<file path="config.mk">
export PLATFORM = sky130hd
export DESIGN_NAME = fighter_renderer
export DESIGN_NICKNAME = d
export VERILOG_FILES = /design/src/rtl/fightpga_pkg.sv /design/src/rtl/sprite_hit_test.sv /design/src/rtl/fighter_renderer.sv
export SDC_FILE = /design/constraint.sdc
export NUM_CORES = 1
export LEC_CHECK = 0
export ABC_CLOCK_PERIOD_IN_PS = 5600
export BUFFER_PORTS_ARGS = -buffer_cell sky130_fd_sc_hd__buf_2
export CAP_MARGIN = 30
export CELL_PAD_IN_SITES_DETAIL_PLACEMENT = 1
export CELL_PAD_IN_SITES_GLOBAL_PLACEMENT = 2
export CORE_MARGIN = 5
export CORE_UTILIZATION = 35
export CTS_BUF_LIST = sky130_fd_sc_hd__clkbuf_8
export CTS_CLUSTER_DIAMETER = 100
export CTS_CLUSTER_SIZE = 16
export DETAILED_ROUTE_END_ITERATION = 6
export PLACE_DENSITY_LB_ADDON = 0.1
export SKIP_LAST_GASP = 1
export SYNTH_ARGS = -nofsm -noshare
export SYNTH_HDL_FRONTEND = slang
export SYNTH_HIERARCHICAL = 1
export SYNTH_SLANG_ARGS = --single-unit
</file>
<file path="constraint.sdc">
create_clock -name clk -period 5.6 [get_ports clk]
set_input_delay 0.28 -clock clk [delete_from_list [all_inputs] [get_ports clk]]
set_output_delay 0.28 -clock clk [all_outputs]
set_load 0.05 [all_outputs]
</file>
<file path="src/rtl/fightpga_pkg.sv">
`default_nettype none
// =============================================================================
// Module      : fightpga_pkg
// Description : Shared colour type, palette constants and sprite/floor geometry
// Revision    : 1.0 - initial release
// =============================================================================
package fightpga_pkg;

    typedef logic [23:0] rgb_t;

    localparam int   c_sprite_w  = 64;
    localparam int   c_sprite_h  = 96;
    localparam int   c_floor_y   = 400;

    localparam rgb_t c_bg_rgb    = 24'h203060;
    localparam rgb_t c_floor_rgb = 24'h404040;
    localparam rgb_t c_p1_rgb    = 24'hE02020;
    localparam rgb_t c_p2_rgb    = 24'h2040E0;

    localparam logic [9:0] c_p1_home_x = 10'd64;
    localparam logic [9:0] c_p2_home_x = 10'd512;

endpackage
`default_nettype wire

</file>
<file path="src/rtl/sprite_hit_test.sv">
`default_nettype none
// =============================================================================
// Module      : sprite_hit_test
// Description : Combinational test of whether a pixel lies inside one sprite box
// Revision    : 1.0 - initial release
// =============================================================================
module sprite_hit_test
    import fightpga_pkg::*;
#(
    parameter int SPRITE_W = c_sprite_w,
    parameter int SPRITE_H = c_sprite_h
) (
    input  logic [9:0] x_i,
    input  logic [9:0] y_i,
    input  logic [9:0] pos_x_i,
    input  logic [9:0] pos_y_i,
    output logic       inside_o
);

    // Right/bottom edges are 11 bits wide so sprites hanging off-screen never wrap
    logic [10:0] w_x_end;
    logic [10:0] w_y_end;

    assign w_x_end  = {1'b0, pos_x_i} + 11'(SPRITE_W);
    assign w_y_end  = {1'b0, pos_y_i} + 11'(SPRITE_H);

    assign inside_o = (x_i >= pos_x_i) && ({1'b0, x_i} < w_x_end) &&
                      (y_i >= pos_y_i) && ({1'b0, y_i} < w_y_end);

endmodule
`default_nettype wire

</file>
<file path="src/rtl/fighter_renderer.sv">
`default_nettype none
// =============================================================================
// Module      : fighter_renderer
// Description : Two-stage sprite/floor/background renderer with frame-synchronous
//               position updates. Define FIGHTER_HITBOX_EN to add the hit output.
// Revision    : 1.0 - initial release
// =============================================================================
module fighter_renderer
    import fightpga_pkg::*;
#(
    parameter int   SPRITE_W  = c_sprite_w,
    parameter int   SPRITE_H  = c_sprite_h,
    parameter int   FLOOR_Y   = c_floor_y,
    parameter rgb_t BG_RGB    = c_bg_rgb,
    parameter rgb_t FLOOR_RGB = c_floor_rgb,
    parameter rgb_t P1_RGB    = c_p1_rgb,
    parameter rgb_t P2_RGB    = c_p2_rgb
) (
    input  logic       clk,
    input  logic       reset,
    input  logic [9:0] x_coord,
    input  logic [9:0] y_coord,
    input  logic       display_en,
    input  logic       hsync_in,
    input  logic       vsync_in,
    input  logic [9:0] p1_x,
    input  logic [9:0] p1_y,
    input  logic [9:0] p2_x,
    input  logic [9:0] p2_y,
    input  logic       pos_valid,
    output logic       pos_ready,
    output logic       frame_start,
    output logic [7:0] vga_r,
    output logic [7:0] vga_g,
    output logic [7:0] vga_b,
    output logic       vga_hs,
    output logic       vga_vs,
    output logic       vga_blank_n
`ifdef FIGHTER_HITBOX_EN
    ,output logic      hit
`endif
);

    localparam logic [9:0]  c_home_y = 10'(FLOOR_Y - SPRITE_H);
    localparam logic [10:0] c_floor  = 11'(FLOOR_Y);

    logic [9:0] p1_x_q, p1_y_q, p2_x_q, p2_y_q;
    logic [9:0] pend_p1_x_q, pend_p1_y_q, pend_p2_x_q, pend_p2_y_q;
    logic       pending_full_q;
    logic       vs_prev_q;
    logic       frame_start_q;

    logic       in1_q, in2_q, floor_q, de1_q, hs1_q, vs1_q;
    rgb_t       rgb_q, rgb_d;
    logic       blank_n_q, hs2_q, vs2_q;

    logic       w_in1, w_in2, w_edge, w_accept, w_commit;

    sprite_hit_test #(.SPRITE_W(SPRITE_W), .SPRITE_H(SPRITE_H)) u_hit_p1 (
        .x_i(x_coord), .y_i(y_coord), .pos_x_i(p1_x_q), .pos_y_i(p1_y_q), .inside_o(w_in1)
    );

    sprite_hit_test #(.SPRITE_W(SPRITE_W), .SPRITE_H(SPRITE_H)) u_hit_p2 (
        .x_i(x_coord), .y_i(y_coord), .pos_x_i(p2_x_q), .pos_y_i(p2_y_q), .inside_o(w_in2)
    );

    // Commit only happens with pending_full set and accept only with it clear
    assign w_edge   = vs_prev_q & ~vsync_in;
    assign w_accept = pos_valid & ~pending_full_q;
    assign w_commit = w_edge & pending_full_q;

    always_ff @(posedge clk) begin
        if (!reset) begin
            p1_x_q         <= c_p1_home_x;
            p1_y_q         <= c_home_y;
            p2_x_q         <= c_p2_home_x;
            p2_y_q         <= c_home_y;
            pend_p1_x_q    <= '0;
            pend_p1_y_q    <= '0;
            pend_p2_x_q    <= '0;
            pend_p2_y_q    <= '0;
            pending_full_q <= 1'b0;
            vs_prev_q      <= 1'b1;
            frame_start_q  <= 1'b0;
        end else begin
            vs_prev_q     <= vsync_in;
            frame_start_q <= w_edge;
            if (w_commit) begin
                p1_x_q         <= pend_p1_x_q;
                p1_y_q         <= pend_p1_y_q;
                p2_x_q         <= pend_p2_x_q;
                p2_y_q         <= pend_p2_y_q;
                pending_full_q <= 1'b0;
            end else if (w_accept) begin
                pend_p1_x_q    <= p1_x;
                pend_p1_y_q    <= p1_y;
                pend_p2_x_q    <= p2_x;
                pend_p2_y_q    <= p2_y;
                pending_full_q <= 1'b1;
            end
        end
    end

    always_comb begin
        rgb_d = BG_RGB;
        if (!de1_q)       rgb_d = '0;
        else if (in1_q)   rgb_d = P1_RGB;
        else if (in2_q)   rgb_d = P2_RGB;
        else if (floor_q) rgb_d = FLOOR_RGB;
    end

    always_ff @(posedge clk) begin
        if (!reset) begin
            in1_q     <= 1'b0;
            in2_q     <= 1'b0;
            floor_q   <= 1'b0;
            de1_q     <= 1'b0;
            hs1_q     <= 1'b1;
            vs1_q     <= 1'b1;
            rgb_q     <= '0;
            blank_n_q <= 1'b0;
            hs2_q     <= 1'b1;
            vs2_q     <= 1'b1;
        end else begin
            in1_q     <= w_in1;
            in2_q     <= w_in2;
            floor_q   <= ({1'b0, y_coord} >= c_floor);
            de1_q     <= display_en;
            hs1_q     <= hsync_in;
            vs1_q     <= vsync_in;
            rgb_q     <= rgb_d;
            blank_n_q <= de1_q;
            hs2_q     <= hs1_q;
            vs2_q     <= vs1_q;
        end
    end

`ifdef FIGHTER_HITBOX_EN
    logic overlap_q;
    logic hit_q;

    // Overlap seen during a frame is published at the next boundary for one frame
    always_ff @(posedge clk) begin
        if (!reset) begin
            overlap_q <= 1'b0;
            hit_q     <= 1'b0;
        end else if (w_edge) begin
            hit_q     <= overlap_q;
            overlap_q <= 1'b0;
        end else if (in1_q && in2_q && de1_q) begin
            overlap_q <= 1'b1;
        end
    end

    assign hit = hit_q;
`endif

    assign pos_ready   = ~pending_full_q;
    assign frame_start = frame_start_q;
    assign vga_r       = rgb_q[23:16];
    assign vga_g       = rgb_q[15:8];
    assign vga_b       = rgb_q[7:0];
    assign vga_hs      = hs2_q;
    assign vga_vs      = vs2_q;
    assign vga_blank_n = blank_n_q;

endmodule
`default_nettype wire

</file>
==> impl_metrics.py <==
metrics = {
    "placement": {
        "dp.cells": 889,
        "gp_congestion": 0.799,
        "port_buffers": 79,
        "dp_hpwl_mm": 10.6,
        "dpl_worst_slack_ns": 3.29,
    },
    "timing": {
        "timing.hold.ws_ns": 0.0744,
        "fin_tns_setup_ns": 0,
        "worst_clock_skew_ns": 0.00888,
        "min_period_ns": 2.29,
        "slew_headroom_pct": 49.3,
        "worst_slew_pin_slew_ns": 0.760,
        "rsz0062_at_grt": "false",
        "post-route-period-util_pct": 40.9,
        "final-setup-viol-count": 0,
        "slew_violations": 0,
        "max_freq_mhz": 436,
        "fin_ws_ns": 3.31,
        "hold_viol": 0,
    },
    "setup_path": {
        "start_kind": "flop",
        "crit_required_ns": 5.92,
        "endpoint_kind": "flop",
        "arrival_ns": 2.62,
        "critical_path_class": "flop to flop",
        "cp_max_fo": 5,
    },
    "floorplanning": {
        "start_util_pct": 35.2,
        "core_area_um2": 15000,
        "rows": 45,
        "die-area_um2": 17700,
        "io_pins": 95,
        "die_x_um": 133,
        "die_h_um": 133,
    },
    "cts": {
        "clk_pin_slew_ns": 0.09,
        "cts_setup_buffers": 0,
        "cts_buffer_depth": 2,
        "root_buffer": "clkbuf_8",
        "clk_latency_ns": 0.38,
        "cts-hold-fix-buffers": 0,
        "cts_resized": 0,
        "htreeDepth": 3,
        "cts_made_buffers": 9,
        "cts_tree": "built",
        "cts_sinks": 99,
    },
    "yosys": {
        "yosys.area.top_type": "dfxtp_1",
        "ys_seq_area_share_pct": 37.5,
        "synth_top_area_share_pct": 37.5,
        "synth_cell_types": 41,
        "synthTopCellsByArea": "dfxtp_1 (37%), ha_1 (15%), nand2_1 (9.9%), nand3_1 (8.0%), inv_1 (3.8%)",
        "ys_seq_elements": 99,
        "postSynthCellCount": 649,
        "synth_area_um2": 5290,
        "syn_area_per_cell_um2": 8.15,
        "ys_warn_count": 6,
    },
    "grt": {
        "grtUsageTotal_pct": 15.9,
        "grt_pass1_vias": 4619,
        "grt_first_pass_wirelength_mm": 22.8,
        "grt_antenna_before_repair": 0,
        "grt_max_degree": 70,
        "grt_overflow": 0,
    },
    "routing": {
        "routedWlPerCell_um": 15.1,
        "routed_via_density": 4.96,
        "first_pass_iters": 4,
        "wirelength_mm": 13.6,
        "ant_nets": 0,
        "drc": 0,
        "vias": 4472,
        "drt_iter0_markers": 166,
    },
    "final_layout": {
        "final_util_pct": 39.3,
        "instances_no_fill": 902,
        "nets": 840,
        "n_antenna_cell": 0,
        "syn_to_final_growth_pct": 11.8,
        "drive_above_1_share_pct": 14.8,
    },
    "power": {
        "leakagePower_uw": 0.00266,
        "power_density_nw_per_um2": 237,
        "ir_drop_mv": 0.0858,
    },
    "status": {
        "status": "finished clean",
    },
    "hold_path": {
        "worstHoldPathType": "input pin to flop",
    },
    "flow_run": {
        "drv_cap": 0,
    },
}
cells in the final DEF, fill, tap and decap left out, types with 2 or more instances in the layout:
cell type,instances
nand2b_1,6
a21boi_1,15
a2111oi_1,2
o2111ai_1,4
nand3_1,84
o21ai_0,13
a21o_1,2
nor2_1,16
a21oi_2,2
conb_1,15
o31ai_1,2
o21ai_1,2
buf_4,6
a21boi_0,25
nor3b_1,2
ha_1,62
xor2_1,2
and2_1,3
nand4_1,2
or3b_1,2
a221oi_2,2
a32oi_1,2
clkbuf_8,9
nor4_2,2
nand3b_1,3
dfxtp_1,99
a211oi_1,8
nand2_1,140
a2111oi_2,2
xnor2_1,8
buf_2,78
a21oi_1,21
o2111a_1,2
inv_1,53
nor3_1,8
cell families after synthesis:
logic type               Yosys count  synth area share (%)
AND/OR/NAND/NOR                  271                  23.0
AO/OA/AOI/OAI                    107                  14.5
buffers and inverters             99                  8.59
flip-flops                        99                  37.5
adder cells (fa/ha/maj)           62                  14.7
XOR/XNOR                          10                  1.66
other                              1                0.0709
power by group:
group | internal (uW) | leakage (uW) | switching (uW)
registers | 733 | 0.000808 | 18.4
clock network | 156 | 0.0000774 | 252
logic | 86.3 | 0.00178 | 156
critical path: stages (launching register included):
cell and delay, ns:
dfxtp_1 0.40, inv_1 0.09, ha_1 0.23, nor3_1 0.18, xnor2_1 0.15, ha_1 0.29
a21oi_2 0.14, a21oi_1 0.08, a221oi_2 0.17, o31ai_1 0.12, nor4_2 0.24, and2_1 0.15
cell usage after synthesis:
cell	instances
a2111oi_1	2
a2111oi_2	2
a211oi_1	8
a21boi_0	25
a21boi_1	15
a21o_1	2
a21oi_1	21
a21oi_2	2
a221oi_2	2
a31oi_1	1
a32oi_1	2
and2_1	3
and3b_1	1
buf_2	15
buf_4	17
clkbuf_1	14
conb_1	1
dfxtp_1	99
ha_1	62
inv_1	53
nand2_1	140
nand2b_1	6
nand3_1	84
nand3b_1	3
nand4_1	2
nor2_1	16
nor2b_1	1
nor3_1	8
nor3b_1	2
nor4_1	1
nor4_2	2
o2111a_1	2
o2111ai_1	4
o21a_1	1
o21ai_0	13
o21ai_1	2
o311a_1	1
o31ai_1	2
or3b_1	2
xnor2_1	8
xor2_1	2
layout make-up:
class / instances / area (um2)
Tap cell: 188 / 235
Timing Repair Buffer: 84 / 435
Inverter: 53 / 199
Multi-Input combinational cell: 465 / 2910
Sequential cell: 99 / 1980
Fill cell: 1820 / 9120
Clock inverter: 4 / 30.0
Clock buffer: 9 / 124
registers in the layout (all words and copies together), names as in the netlist:
name            count
pending_full_q      1
p1_x_q             10
de1_q               1
in1_q               1
frame_start         1
p2_y_q             10
pend_p2_x_q        10
in2_q               1
pend_p1_y_q        10
p1_y_q             10
vs1_q               1
vga_blank_n         1
pend_p2_y_q        10
rgb_q               8
vga_vs              1
floor_q             1
vga_hs              1
pend_p1_x_q        10
p2_x_q             10
hs1_q               1
metrics by stage:
stage	cell area, um2	total power [uW]
after CTS	5910	1430
after floorplan	5340	943
after detailed placement	5760	1010
after global routing	5910	1480
after global placement	5760	1000
final	5910	1400
metal layers:
layer | track usage, % | up-vias | part of all wire (%)
li1 | - | 2299 | -
met2 | 24.0 | 84 | 42
met5 | 0 | - | 0
met4 | 4.85 | 0 | 1.2
met1 | 22.7 | 2076 | 53
met3 | 3.27 | 13 | 4.2
worst paths after layout:
check	startpoint	endpoint	slack, ns	cells past startpoint
max	p2_y_q[5]$_SDFFE_PN1P_	in2_q$_SDFF_PN0_	3.31	11
min	hsync_in	hs1_q$_SDFF_PN1_	0.07	2
max reg2reg	p2_y_q[5]$_SDFFE_PN1P_	in2_q$_SDFF_PN0_	3.31	11
min reg2reg	hs1_q$_SDFF_PN1_	vga_hs$_SDFF_PN1_	0.42	1
Note: power is estimated with default switching activity, not from simulation.
